**config.mk**
```make
export PLATFORM = sky130hd
export DESIGN_NAME = prog_sequencer
export DESIGN_NICKNAME = d
export VERILOG_FILES = /design/src/rtl/prog_sequencer.sv
export SDC_FILE = /design/constraint.sdc
export NUM_CORES = 1
export LEC_CHECK = 0
export CORE_MARGIN = 2
export CORE_UTILIZATION = 48
export DETAILED_ROUTE_END_ITERATION = 10
export HOLD_SLACK_MARGIN = 0.15
export PLACE_DENSITY = 0.82
export SYNTH_ARGS = -nofsm -noshare
export SYNTH_HDL_FRONTEND = slang
export SYNTH_SLANG_ARGS = --single-unit
```
**constraint.sdc**
```tcl
create_clock -name clk -period 4.7 [get_ports clk]
set_clock_uncertainty 0.2 [all_clocks]
set_input_delay 1.175 -clock clk [delete_from_list [all_inputs] [get_ports clk]]
set_output_delay 1.175 -clock clk [all_outputs]
set_load 0.005 [all_outputs]
```
**src/rtl/prog_sequencer.sv**
```systemverilog
// Program sequencer: IDLE/RUN/DONE controller that steps a program counter,
// evaluates conditional absolute/relative branches and stops on halt or cycle limit.
module prog_sequencer #(
  parameter int unsigned    D         = 12,
  parameter int unsigned    IW        = 9,
  parameter logic [D-1:0]   START     = '0,
  parameter logic [IW-1:0]  HALT_CODE = '1,
  parameter int unsigned    CW        = 16,
  parameter int unsigned    TIMEOUT   = 4096
) (
  input  logic          clk,
  input  logic          reset,
  input  logic          req,
  input  logic [IW-1:0] mach_code,
  input  logic          stall,
  input  logic          abs_branch,
  input  logic          rel_branch,
  input  logic [D-1:0]  target,
  input  logic [1:0]    flag_sel,
  input  logic          br_invert,
  input  logic          zero,
  input  logic          ngtv,
  input  logic          scry,
  output logic [D-1:0]  prog_ctr,
  output logic          busy,
  output logic          done,
  output logic          timeout,
  output logic [CW-1:0] cycle_cnt
);

  typedef enum logic [1:0] {
    S_IDLE = 2'd0,
    S_RUN  = 2'd1,
    S_DONE = 2'd2
  } state_e;

  localparam logic [CW-1:0] CNT_LAST = CW'(TIMEOUT - 1);

  state_e        state_q, state_d;
  logic [D-1:0]  pc_q, pc_d;
  logic [CW-1:0] cnt_q, cnt_d;
  logic          to_q, to_d;
  logic          busy_q, busy_d;
  logic          done_q, done_d;
  logic          flag_s;
  logic          cond_s;
  logic          halt_s;

  always_comb begin
    flag_s = 1'b1;
    case (flag_sel)
      2'b00:   flag_s = 1'b1;
      2'b01:   flag_s = zero;
      2'b10:   flag_s = ngtv;
      2'b11:   flag_s = scry;
      default: flag_s = 1'b1;
    endcase
    cond_s = flag_s ^ br_invert;
    halt_s = !stall && (mach_code == HALT_CODE);
  end

  // Halt beats the cycle limit; a limit-terminated cycle keeps PC and count unchanged.
  always_comb begin
    state_d = state_q;
    pc_d    = pc_q;
    cnt_d   = cnt_q;
    to_d    = to_q;
    case (state_q)
      S_IDLE: begin
        pc_d = START;
        if (req) begin
          state_d = S_RUN;
          cnt_d   = '0;
          to_d    = 1'b0;
        end else begin
          state_d = S_IDLE;
        end
      end
      S_RUN: begin
        if (halt_s) begin
          state_d = S_DONE;
          cnt_d   = cnt_q + CW'(1);
        end else if (cnt_q == CNT_LAST) begin
          state_d = S_DONE;
          to_d    = 1'b1;
        end else begin
          cnt_d = cnt_q + CW'(1);
          if (stall) begin
            pc_d = pc_q;
          end else if (cond_s && abs_branch) begin
            pc_d = target;
          end else if (cond_s && rel_branch) begin
            pc_d = pc_q + target;
          end else begin
            pc_d = pc_q + D'(1);
          end
        end
      end
      S_DONE: begin
        if (!req) begin
          state_d = S_IDLE;
          pc_d    = START;
        end else begin
          state_d = S_DONE;
        end
      end
      default: begin
        state_d = S_IDLE;
        pc_d    = START;
      end
    endcase
    busy_d = (state_d == S_RUN);
    done_d = (state_d == S_DONE);
  end

  always_ff @(posedge clk) begin
    if (!reset) begin
      state_q <= S_IDLE;
      pc_q    <= START;
      cnt_q   <= '0;
      to_q    <= 1'b0;
      busy_q  <= 1'b0;
      done_q  <= 1'b0;
    end else begin
      state_q <= state_d;
      pc_q    <= pc_d;
      cnt_q   <= cnt_d;
      to_q    <= to_d;
      busy_q  <= busy_d;
      done_q  <= done_d;
    end
  end

  assign prog_ctr  = pc_q;
  assign busy      = busy_q;
  assign done      = done_q;
  assign timeout   = to_q;
  assign cycle_cnt = cnt_q;

endmodule
```
Word level (Yosys, flattened, before mapping)
Index checks and enable logic that the tools add are counted.

cells by class
  $add $sub $neg = 3
  equality and inequality tests = 16
  multiplexer cells = 21
  bitwise gates (word level) = 1
  reductions and logical operators = 10

operators by type and width
  kind                                                    count
  2-to-1 mux 12 bit                                       6
  2-to-1 mux 16 bit                                       3
  case mux 16 bit (2 select lines)                        1
  case mux 12 bit (2 select lines)                        1
  adder 16 x 1 -> 16 bit (second input constant)          1
  equality test 16 x 12 -> 1 bit (second input constant)  1
  adder 12 x 1 -> 12 bit (second input constant)          1
  adder 12 bit                                            1
  inequality test 2 bit (second input constant)           6
  equality test 9 bit (second input constant)             1
  equality test 2 bit (second input constant)             4
  AND reduction 4 bit                                     2
  equality test 2 x 1 -> 1 bit (second input constant)    3
  2-to-1 mux 2 bit                                        3
  case mux 2 bit (3 select lines)                         1
  logical NOT 2 bit                                       2
  2-to-1 mux 1 bit                                        4
  case mux 1 bit (4 select lines)                         1
  logical AND 1 bit                                       3
  inequality test 3 bit (second input constant)           1
  AND reduction 3 bit                                     1
  case mux 1 bit (2 select lines)                         1
  nonzero test 2 bit                                      1
  logical NOT 1 bit                                       1
  bitwise XOR 1 bit                                       1

storage, ports and cells
  register bits = 33
  output and inout bits = 31
  logic and storage cells = 57

Depth between registers and ports, before layout
Gate-level depths: netlist of run 1.

  depth in word-level cells = 10
  depth in mapped cells = 14
  depth with buffers taken out = 14

Least setup slack after synthesis of run 1
OpenSTA, ideal clock, no wires.

  path kind = input port to flip-flop
  start point = input port flag_sel[0]
  end point = register pc_q[10], in the netlist prog_ctr[10]
  library setup time = 0.135 ns
  arrival time = 3.674 ns
  required time = 4.365 ns
  slack = 0.691 ns
  cell stages on the path = 14
  cells stage by stage = mux2i_1 > mux2i_1 > xor2_1 > and2_1 > nand2b_1 > ha_1 > inv_1 > fa_1 > nor2b_1 > o31a_1 > o31a_1 > a211oi_1 > xor2_1 > o221ai_1

on the way
  word-level cells in the longest chain between the ends = 10
  elaborated cells on any way between the ends = 14
  those cells by class = eq/ne: 3; mux: 7; bitwise: 1; reduce/logical: 3

RTL lines
  element                                      RTL line  source
  start, declared                              19        input logic [1:0] flag_sel,
  equality test 2 bit (tied with other cells)  51        case (flag_sel)
  case mux 1 bit (4 select lines) *            51
  bitwise XOR 1 bit *                          58        cond_s = flag_s ^ br_invert;
  logical AND 1 bit                            92        end else if (cond_s && rel_branch) begin
  2-to-1 mux 12 bit                            92
  2-to-1 mux 12 bit *                          90        end else if (cond_s && abs_branch) begin
  2-to-1 mux 12 bit *                          88        if (stall) begin
  2-to-1 mux 12 bit *                          83        end else if (cnt_q == CNT_LAST) begin
  2-to-1 mux 12 bit *                          80        if (halt_s) begin
  case mux 12 bit (2 select lines) *           68        case (state_q)
  end signal, assigned                         126       pc_q <= pc_d;
  end, declared                                40        logic [D-1:0] pc_q, pc_d;

Mark *: on every way between the ends. The rest lies on a longest branch, timed or not. The select of a mux whose other input is x is not followed.
A chain may end at the register's enable or synchronous reset.

Worst setup path in the final report of run 1
Same ends and word-level chain as after synthesis.

==> results.md, run 1 <==
* Clock Sink Count at 33
* Max-cap violations at 0
* Post-CTS setup repair buffer count at 0
* Worst-skew pair later-pin latency at 0.28 ns
* Crit start category: primary input
* Global-route total usage across every layer at 21.2%
* Fin area at 3050 sq um
* Root Driver: clkbuf_8
* Most frequent cells in the layout: clkdlybuf4s50_1 (63), dfxtp_1 (33), nand2_1 (28), nor2_1 (26), xnor2_1 (17)
* Routability congestion estimate at 0.861
* Synth Warn # at 0
* DP Area at 2960 sq um
* Synth-to-Final Area Change at 33.2%
* Origin of the critical flop-to-flop path: cycle_cnt[0]$_SDFFE_PN0P_
* Detailed Route WL at 5460 um
* Main synth FF type: dfxtp_1
* Largest net degree at the start of global routing at 16
* Ys async rst share at 0%
* Die area at 5350 sq um
* Hold Slack at 0.292 ns
* First-pass GRT wire length at 9020 um
* Post-cts sizing count at 0
* Layout filler cell count at 392
* Crit path DAT at 4.37 ns
* Post-Synth Adder-Cell Area at 7.42%
* Pwr per Cell Area at 209 nW/um^2
* Worst VDD drop at 0.128 mV
* CTS tree: done
* Slew Limit Fails at 0
* Yosys reg bits at 33
* Post-synth net total at 322
* Worst hold-check path type: flop to flop
* Min Tclk post-route at 4.41 ns
* Final core occ at 65.5%
* ANT cells at 0
* Initial core utilization at 49.2%
* Crit Path Max Fanout at 5
* Post-synth cell types at 53
* CP required at 4.66 ns
* Post-synthesis simple-gate area fraction at 30.8%
* Remaining Overflow, GRT at 0
* Via Count at 2199
* Die height at 73.1 um
* Largest family of logic cells by synthesized area: simple AND/OR/NAND/NOR gates
* Antenna-violating nets left at 0
* Num rows at 25
* CTS H-tree lvls at 2
* Seq/Total Area, Yosys at 28.8%
* Hold Violations, Final at 0
* RSZ-0062 raised after global routing: no
* Leading cell type in the layout, fill and taps excluded: clkdlybuf4s50_1
* Drt pass-1 iters at 4
* Final setup vio count at 0
* Synth Cell Area at 2290 sq um
* Syn avg cell area at 8.31 sq um
* Final HPWL DP at 4130 um
* Port bufs at 63
* Multiplexer area fraction after synthesis at 4.36%
* Vias in the first global route at 2117
* Drt drc at 0
* Max Root-Sink Buffers at 2
* First-iteration detailed-routing DRC count at 95
* Worst-path clk slew at 0.07 ns
* Core area at 4660 sq um
* Total CTS buffers at 5
* CTS Hold Bufs at 0
* Cells after Synth at 276
* XOR/XNOR Fraction of Synth Area at 8.78%
* Slew @ Worst Pin at 0.966 ns
* Avg Vias per Cell at 5.58
* Slew HR at 35.2%
* Routed length per instance at 13.8 um
* Initial antenna violation count at 0
* Status: complete, no violations
* EDFF count, synth at 0
* Crit end category: flop
* Nets at 386
* Layout cells sized above 1 at 6.76%
* Setup crit start: flag_sel[0]
* Leakage power at 1.12 nW
* Synth Area in Compound Gates at 16.0%
* Max Clk Rate at 0.227 GHz
* Chip width at 73.1 um
* Io pins at 64
* Crit path kind: primary input to flop
* Period utilization at 93.8%
* Hold_sp: prog_ctr[7]$_SDFFE_PN0P_
kinds of logic (layout without fill, tap and decap cells):
group	after synthesis	count (layout)
flip-flops	33	33
buffers and inverters	18	82
AND/OR/NAND/NOR	127	127
XOR/XNOR	23	23
multiplexers	10	10
adder cells (fa/ha/maj)	13	13
AO/OA/AOI/OAI	52	52
metal layers:
metal | wire length, um | track usage [%]
met3 | 285 | 4.42
met2 | 2680 | 36.0
met5 | 0 | 0
met4 | 36 | 7.82
met1 | 2460 | 26.3
per-stage QoR:
step,setup slack [ns],total power [mW],std cells,setup TNS [ns]
after floorplan,0.691,0.370,276,0
after global placement,0.130,0.421,387,0
after detailed placement,-0.00108,0.423,387,-0.00108
after CTS,0.294,0.645,394,0
after global routing,0.0940,0.666,394,0
final,0.290,0.640,394,0
registers in the layout (all words and copies together), names as in the netlist:
name and flops:
busy 1, cycle_cnt 16, done 1, prog_ctr 12
state_q 2, timeout 1
cell type report:
| type | count | area [sq um] | area share, % |
|---|---|---|---|
| clock buffers | 6 | 82.6 | 2.70 |
| clock inverters | 1 | 7.51 | 0.246 |
| inverters | 8 | 30.0 | 0.983 |
| multi-input cells | 225 | 1550 | 50.6 |
| flip-flops and latches | 33 | 661 | 21.6 |
| well taps | 54 | 67.6 | 2.21 |
| repair buffers | 67 | 661 | 21.6 |
report_power, final:
part / internal, mW / switching (mW) / leakage [nW]
combinational: 0.0676 / 0.0600 / 0.805
sequential: 0.284 / 0.00500 / 0.267
clock: 0.116 / 0.107 / 0.0433
final timing paths:
check                                                   to  slack [ns]  cells past startpoint
worst min register to register    prog_ctr[7]$_SDFFE_PN0P_        0.29                      2
worst max-delay path             prog_ctr[10]$_SDFFE_PN0P_        0.29                     15
worst min-delay path              prog_ctr[7]$_SDFFE_PN0P_        0.29                      2
worst max register to register  cycle_cnt[11]$_SDFFE_PN0P_        1.71                      7
critical path, stage by stage:
cell and delay [ns]:
clkdlybuf4s50_1 0.49, mux2i_1 0.35, mux2i_1 0.15, xor2_1 0.27, and2_1 0.19, nand2b_1 0.06, ha_1 0.21, inv_1 0.08
fa_1 0.21, nor2b_1 0.07, o31a_1 0.27, o31a_1 0.29, a211oi_1 0.26, xor2_1 0.17, o221ai_1 0.11
Yosys cell counts (6+ instances only):
| library cell | n | area, sq um |
|---|---|---|
| a21oi_1 | 11 | 55.1 |
| nor2_1 | 26 | 97.6 |
| nor3_1 | 7 | 35.0 |
| mux2i_1 | 10 | 100 |
| ha_1 | 12 | 150 |
| and3_1 | 10 | 62.6 |
| nand4_1 | 9 | 56.3 |
| clkbuf_1 | 6 | 22.5 |
| dfxtp_1 | 33 | 661 |
| xnor2_1 | 17 | 149 |
| inv_1 | 8 | 30.0 |
| o21ai_0 | 11 | 55.1 |
| xor2_1 | 6 | 52.6 |
| nand2_1 | 28 | 105 |
| and2_1 | 9 | 56.3 |
Note: power is estimated with default switching activity, not from simulation.
==> inputs of run 2 (changes only) <==
CORE_MARGIN = not set   (was 2)
==> run 2 against run 1 <==
The run now ends with DRC left. Via count grew 2.0%. Register-to-register slack got worse by 0.02 ns. Clock power down 5%. Combinational power about the same. Sequential share of layout area grew 0.12 points. Cell count decreased by 0.51%. Core utilization is 2.3 points higher. Maximum frequency is 0.35% higher. Critical path depth unchanged.
==> results.md, run 2 (synthesis gave the netlist of run 1 again) <==
* Status: finished with violations (was complete, no violations)
* Failing checks: DRC
* Max Root-Sink Buffers at 2 (unchanged)
* DP Area at 2950 sq um (was 2960 sq um)
* Crit path kind: primary input to flop (unchanged)
* Slew @ Worst Pin at 1.06 ns (was 0.966 ns)
* Worst hold-check path type: flop to flop (unchanged)
* Routability congestion estimate at 0.820 (was 0.861)
* First-pass GRT wire length at 9540 um (was 9020 um)
* Most frequent cells in the layout: clkdlybuf4s50_1 (63), dfxtp_1 (33), nand2_1 (28), nor2_1 (26), xnor2_1 (17) (unchanged)
* Final core occ at 67.9% (was 65.5%)
* Placement Setup Slack at 0.0378 ns (was -0.00108 ns)
* Layout filler cell count at 377 (was 392)
* Final setup vio count at 0 (unchanged)
* Pwr per Cell Area at 208 nW/um^2 (was 209 nW/um^2)
* Min Tclk post-route at 4.39 ns (was 4.41 ns)
* Worst-skew pair later-pin latency at 0.29 ns (was 0.28 ns)
* Global-route total usage across every layer at 23.5% (was 21.2%)
* Chip width at 71.1 um (was 73.1 um)
* Num rows at 24 (was 25)
* Flop-to-flop setup slack at 1.69 ns (was 1.71 ns)
* Die area at 5060 sq um (was 5350 sq um)
* Clock Sink Count at 33 (unchanged)
* Drt pass-1 iters at 7 (was 4)
* Synth-to-Final Area Change at 32.4% (was 33.2%)
* Max reg flops at 16 (unchanged)
* Layout cells sized above 1 at 6.47% (was 6.76%)
* Period utilization at 93.5% (was 93.8%)
* Crit start category: primary input (unchanged)
* Logic gate share of total power at 20.5% (was 19.9%)
* Cell Count, Final, Fillers Out at 392 (was 394)
* Hold Slack at 0.283 ns (was 0.292 ns)
* Hold Violations, Final at 0 (unchanged)
* Max-cap violations at 0 (unchanged)
* Sw Share at 27.9% (was 26.9%)
* Total CTS buffers at 5 (unchanged)
* Hold_sp: prog_ctr[7]$_SDFFE_PN0P_ (unchanged)
* Leading cell type in the layout, fill and taps excluded: clkdlybuf4s50_1 (unchanged)
* R2R depth at 7 (unchanged)
* Root Driver: clkbuf_8 (unchanged)
* Io pins at 64 (unchanged)
* Largest net degree at the start of global routing at 16 (unchanged)
* Leakage power at 1.11 nW (was 1.12 nW)
* Worst hold endpoint: prog_ctr[7]$_SDFFE_PN0P_ (unchanged)
* Initial core utilization at 51.3% (was 49.2%)
* WHS Path Cells at 2 (unchanged)
* Crit end category: flop (unchanged)
* Internal power at 454 uW (was 468 uW)
* ANT cells at 0 (unchanged)
* Fin area at 3040 sq um (was 3050 sq um)
* Avg Vias per Cell at 5.72 (was 5.58)
* Sequential Area at 661 sq um (unchanged)
* Post-cts sizing count at 0 (unchanged)
* CTS tree: done (unchanged)
* Max Clk Rate at 0.228 GHz (was 0.227 GHz)
* Port bufs at 63 (unchanged)
* First-iteration detailed-routing DRC count at 100 (was 95)
* CTS H-tree lvls at 2 (unchanged)
* Worst VDD drop at 0.196 mV (was 0.128 mV)
* Area of the multi-input gates at 1550 sq um (unchanged)
* Origin of the critical flop-to-flop path: cycle_cnt[0]$_SDFFE_PN0P_ (unchanged)
* Final HPWL DP at 4410 um (was 4130 um)
* Crit path DAT at 4.36 ns (was 4.37 ns)
* Cells after DPL at 384 (was 387)
* Worst-path clk slew at 0.07 ns (about the same)
* R2R Path End: cycle_cnt[11]$_SDFFE_PN0P_ (unchanged)
* Clk pwr share at 33.5% (was 34.8%)
* Die height at 71.1 um (was 73.1 um)
* CTS Hold Bufs at 0 (unchanged)
* Slew Limit Fails at 0 (unchanged)
* CP required at 4.66 ns (about the same)
* Core area at 4470 sq um (was 4660 sq um)
* Slew HR at 29.0% (was 35.2%)
* Crit Path Max Fanout at 4 (was 5)
* Initial antenna violation count at 0 (unchanged)
* Drt drc at 5 (was 0)
* Via Count at 2243 (was 2199)
* Post-CTS setup repair buffer count at 0 (unchanged)
* Psw at 176 uW (was 172 uW)
* Setup TNS at 0 ns (unchanged)
* Antenna-violating nets left at 0 (unchanged)
* Vias in the first global route at 2140 (was 2117)
* RSZ-0062 raised after global routing: no (unchanged)
* Remaining Overflow, GRT at 0 (unchanged)
* Power Total at 630 uW (was 640 uW)
* Detailed Route WL at 5770 um (was 5460 um)
* Setup WS post-layout at 0.306 ns (was 0.290 ns)
* Nets at 385 (was 386)
* Sequential share of power at 46.0% (was 45.2%)
* Routed length per instance at 14.7 um (was 13.8 um)
[run 2: how the worst max path moves through the flow]
| stage | startpoint | cells after the start | endpoint | slack [ns] |
|---|---|---|---|---|
| 2_1_floorplan | flag_sel[0] | 14 | prog_ctr[10]$_SDFFE_PN0P_ | 0.69 |
| 3_3_place_gp | flag_sel[0] | 15 | prog_ctr[10]$_SDFFE_PN0P_ | 0.16 |
| 3_5_place_dp | flag_sel[0] | 15 | prog_ctr[10]$_SDFFE_PN0P_ | 0.04 |
| 4_1_cts | flag_sel[0] | 15 | prog_ctr[10]$_SDFFE_PN0P_ | 0.33 |
| 5_1_grt | flag_sel[0] | 15 | prog_ctr[10]$_SDFFE_PN0P_ | 0.09 |
| 6_report | flag_sel[0] | 15 | prog_ctr[10]$_SDFFE_PN0P_ | 0.31 |
[run 2: layer usage]
metal  vias to the layer above  routed length, um  global-route usage, %
met5                         -                  0                      0
met3                         7                222                   3.28
met2                        62               2740                   40.2
li1                       1129                  -                      -
met1                      1045               2730                   30.0
met4                         0                 76                   9.33
[run 2: area by class of cell]
class / instances / share of cell area (%)
multi-input combinational: 225 / 50.9
sequential: 33 / 21.8
timing repair buffer: 66 / 21.5
clock buffer: 6 / 2.39
tap: 52 / 2.14
inverter: 8 / 0.989
clock inverter: 2 / 0.330
[run 2: power by group through the flow]
| stage | Clock (mW) | Combinational [mW] | Sequential (mW) |
|---|---|---|---|
| global placement | 0 | 0.126 | 0.296 |
| finish | 0.211 | 0.129 | 0.290 |
| CTS | 0.212 | 0.128 | 0.290 |
| detailed placement | 0 | 0.127 | 0.296 |
| floorplan | 0 | 0.0744 | 0.295 |
| global route | 0.222 | 0.141 | 0.290 |
[run 2: critical path: stages]
cell and delay (ns):
clkdlybuf4s50_1 0.49, mux2i_1 0.36, mux2i_1 0.16, xor2_1 0.24
and2_1 0.18, nand2b_1 0.06, ha_1 0.22, inv_1 0.08
fa_1 0.20, nor2b_1 0.06, o31a_1 0.27, o31a_1 0.29
a211oi_1 0.26, xor2_1 0.18, o221ai_1 0.11
==> inputs of run 3 (changes only) <==
ABC_AREA = 1   (was not set)
CORE_UTILIZATION = 50   (was 48)
GPL_TIMING_DRIVEN = 0   (was not set)
PLACE_DENSITY = 0.83   (was 0.82)
==> run 3 against run 2 <==
The run now ends clean. Via count grew 24%. First-iteration DRC count increased to 2.7 times the previous value. Synthesized area rose by 8.9%. Critical path depth rose by 3. Core utilization increased by 1.4 points. Non-clock buffer count up 6. Synthesized cell count rose by 36%. Maximum frequency increased by 9.9%. Clock power hardly changed. Largest cell class unchanged.
==> results.md, run 3 <==
* Status: complete, no violations (was finished with violations)
* EDFF count, synth at 0 (unchanged)
* Post-synth net total at 420 (was 322)
* Synth-to-Final Area Change at 31.8% (was 32.4%)
* Setup TNS at 0 ns (unchanged)
* Max Clk Rate at 0.250 GHz (was 0.228 GHz)
* Worst hold-check path type: flop to flop (unchanged)
* Multiplexer area fraction after synthesis at 0.401% (was 4.36%)
* Flop-to-flop setup slack at 2.48 ns (was 1.69 ns)
* Num rows at 25 (was 24)
* R2R Path End: prog_ctr[6]$_SDFFE_PN0P_ (was cycle_cnt[11]$_SDFFE_PN0P_)
* Final setup vio count at 0 (unchanged)
* Synth Cell Area at 2500 sq um (was 2290 sq um)
* Cell taking the most area after synthesis: dfxtp_1 (unchanged)
* Via Count at 2780 (was 2243)
* Drt pass-1 iters at 5 (was 7)
* Yosys reg bits at 33 (unchanged)
* Final HPWL DP at 5150 um (was 4410 um)
* Post-CTS setup repair buffer count at 0 (unchanged)
* Largest family of logic cells by synthesized area: simple AND/OR/NAND/NOR gates (unchanged)
* Max Root-Sink Buffers at 2 (unchanged)
* Crit Path Max Fanout at 10 (was 4)
* Cell Count, Final, Fillers Out at 512 (was 392)
* Seq/Total Area, Yosys at 26.5% (was 28.8%)
* Avg Vias per Cell at 5.43 (was 5.72)
* Period utilization at 85.1% (was 93.5%)
* Cells after Synth at 374 (was 276)
* Crit start category: primary input (unchanged)
* Antenna-violating nets left at 0 (unchanged)
* Post-Synth Adder-Cell Area at 6.81% (was 7.42%)
* Main synth FF type: dfxtp_1 (unchanged)
* CTS tree: done (unchanged)
* Leading cell type in the layout, fill and taps excluded: nand2_1 (was clkdlybuf4s50_1)
* Synth Warn # at 0 (unchanged)
* Worst-path clk slew at 0.08 ns (was 0.07 ns)
* Port bufs at 63 (unchanged)
* Core area at 4750 sq um (was 4470 sq um)
* Most frequent cell after synthesis: nand2_1 (was dfxtp_1)
* Slew HR at 56.2% (was 29.0%)
* Top cell type's share of synthesized area at 26.5% (was 28.8%)
* Post-synthesis simple-gate area fraction at 37.9% (was 30.8%)
* Hold Violations, Final at 0 (unchanged)
* First-iteration detailed-routing DRC count at 271 (was 100)
* CTS H-tree lvls at 2 (unchanged)
* Crit path kind: primary input to flop (unchanged)
* WHS Path Cells at 2 (unchanged)
* Clock Sink Count at 33 (unchanged)
* Slew Limit Fails at 0 (unchanged)
* Remaining Overflow, GRT at 0 (unchanged)
* Max reg flops at 16 (unchanged)
* Min Tclk post-route at 4.00 ns (was 4.39 ns)
* Initial antenna violation count at 0 (unchanged)
* Syn avg cell area at 6.68 sq um (was 8.31 sq um)
* Cells after DPL at 504 (was 384)
* Chip width at 72.7 um (was 71.1 um)
* Worst-skew pair later-pin latency at 0.29 ns (about the same)
* Hold_sp: timeout$_SDFFE_PN0P_ (was prog_ctr[7]$_SDFFE_PN0P_)
* Die height at 72.7 um (was 71.1 um)
* First-pass GRT wire length at 11200 um (was 9540 um)
* CTS Hold Bufs at 0 (unchanged)
* Crit end category: flop (unchanged)
* Ys async rst share at 0% (unchanged)
* Pwr per Cell Area at 202 nW/um^2 (was 208 nW/um^2)
* CP required at 4.66 ns (about the same)
* Initial core utilization at 52.5% (was 51.3%)
* Layout cells sized above 1 at 11.5% (was 6.47%)
* Worst hold endpoint: timeout$_SDFFE_PN0P_ (was prog_ctr[7]$_SDFFE_PN0P_)
* Drt drc at 0 (was 5)
* Routability congestion estimate at 0.948 (was 0.820)
* Max-cap violations at 0 (unchanged)
* Vias in the first global route at 2525 (was 2140)
* ANT cells at 0 (unchanged)
* Global-route total usage across every layer at 27.0% (was 23.5%)
* Origin of the critical flop-to-flop path: prog_ctr[0]$_SDFFE_PN0P_ (was cycle_cnt[0]$_SDFFE_PN0P_)
* Synth Area in Compound Gates at 14.1% (was 16.0%)
* Synth area leaders: dfxtp_1 (26%), nand2_1 (12%), nand3_1 (8.0%), inv_1 (6.6%), a21oi_1 (6.0%) (was dfxtp_1 (29%), ha_1 (6.5%), xnor2_1 (6.5%), nand2_1 (4.6%), mux2i_1 (4.4%))
* Post-cts sizing count at 0 (unchanged)
* Routed length per instance at 13.5 um (was 14.7 um)
* Largest net degree at the start of global routing at 11 (was 16)
* Nets at 490 (was 385)
* Commonest cells post-synth: nand2_1 (78), inv_1 (44), nand3_1 (40) (was dfxtp_1 (33), nand2_1 (28), nor2_1 (26))
* Die area at 5280 sq um (was 5060 sq um)
* Io pins at 64 (unchanged)
* Slew @ Worst Pin at 0.657 ns (was 1.06 ns)
* Total CTS buffers at 5 (unchanged)
* Crit path DAT at 3.96 ns (was 4.36 ns)
* Most frequent cells in the layout: nand2_1 (78), clkdlybuf4s50_1 (63), inv_1 (44), nand3_1 (40), dfxtp_1 (33) (was clkdlybuf4s50_1 (63), dfxtp_1 (33), nand2_1 (28), nor2_1 (26), xnor2_1 (17))
* R2R depth at 11 (was 7)
* Detailed Route WL at 6920 um (was 5770 um)
* Worst VDD drop at 0.155 mV (was 0.196 mV)
* Layout filler cell count at 413 (was 377)
* Root Driver: clkbuf_8 (unchanged)
* Final core occ at 69.2% (was 67.9%)
* Leakage power at 1.32 nW (was 1.11 nW)
* XOR/XNOR Fraction of Synth Area at 4.21% (was 8.78%)
* RSZ-0062 raised after global routing: no (unchanged)
* Post-synth cell types at 39 (was 53)
==> run 3: worst max-delay path by stage <==
stage,startpoint,endpoint,cells past startpoint
floorplan,flag_sel[0],prog_ctr[6]$_SDFFE_PN0P_,18
global placement,flag_sel[0],prog_ctr[6]$_SDFFE_PN0P_,18
detailed placement,flag_sel[0],prog_ctr[6]$_SDFFE_PN0P_,18
CTS,flag_sel[0],prog_ctr[6]$_SDFFE_PN0P_,18
global route,flag_sel[0],prog_ctr[9]$_SDFFE_PN0P_,20
finish,flag_sel[0],prog_ctr[6]$_SDFFE_PN0P_,18
==> run 3: area by class of cell <==
| type | count | area (sq um) | share of cell area [%] |
|---|---|---|---|
| buffer | 9 | 66.3 | 2.01 |
| clock buffer | 8 | 80.1 | 2.43 |
| inverter | 49 | 186 | 5.66 |
| multi-input combinational | 283 | 1580 | 48.1 |
| sequential | 33 | 661 | 20.1 |
| tap | 67 | 83.8 | 2.55 |
| timing repair buffer | 63 | 631 | 19.2 |
==> run 3: critical path, stage by stage <==
cell,delay (ns)
clkdlybuf4s50_1,0.53
inv_1,0.07
nand3_1,0.07
nand4_1,0.09
nand2_1,0.21
nand2_1,0.10
buf_2,0.21
nor2_1,0.16
inv_1,0.08
fa_1,0.45
inv_1,0.11
nand3_1,0.07
nand2_1,0.14
a21oi_1,0.10
xor2_1,0.14
nand2_1,0.07
o211ai_1,0.10
a21oi_1,0.08
==> run 3: metal layers <==
layer / share of wire (%) / routed length, um / up-vias / track usage [%]
li1: - / - / 1375 / -
met3: 7.4 / 509 / 12 / 6.22
met5: 0 / 0 / - / 0
met2: 46 / 3200 / 109 / 44.3
met1: 45 / 3130 / 1284 / 35.1
met4: 1.1 / 74 / 0 / 8.50
==> run 3: report_power, final <==
| part | total (mW) | internal (mW) | switching (mW) |
|---|---|---|---|
| Clock | 0.214 | 0.105 | 0.109 |
| Sequential | 0.294 | 0.287 | 0.00685 |
| Combinational | 0.158 | 0.0720 | 0.0859 |
| Total | 0.666 | 0.464 | 0.202 |
==> run 3: per-stage QoR <==
stage               hold WS, ns  cell area (sq um)  total power, mW  setup WS (ns)
global route              0.305               3290            0.697          0.413
finish                    0.272               3290            0.666          0.703
detailed placement        0.262               3210            0.456          0.436
global placement          0.250               3210            0.452          0.504
floorplan                 0.260               2500            0.389           1.37
CTS                       0.276               3290            0.665          0.728
==> run 3: logic make-up after synthesis <==
logic type,count (synthesis)
and+or+nand+nor,198
AOI/OAI and AO/OA,59
buffers and inverters,58
DFF,33
adders and majority gates,13
xor gates and xnor gates,12
muxes,1
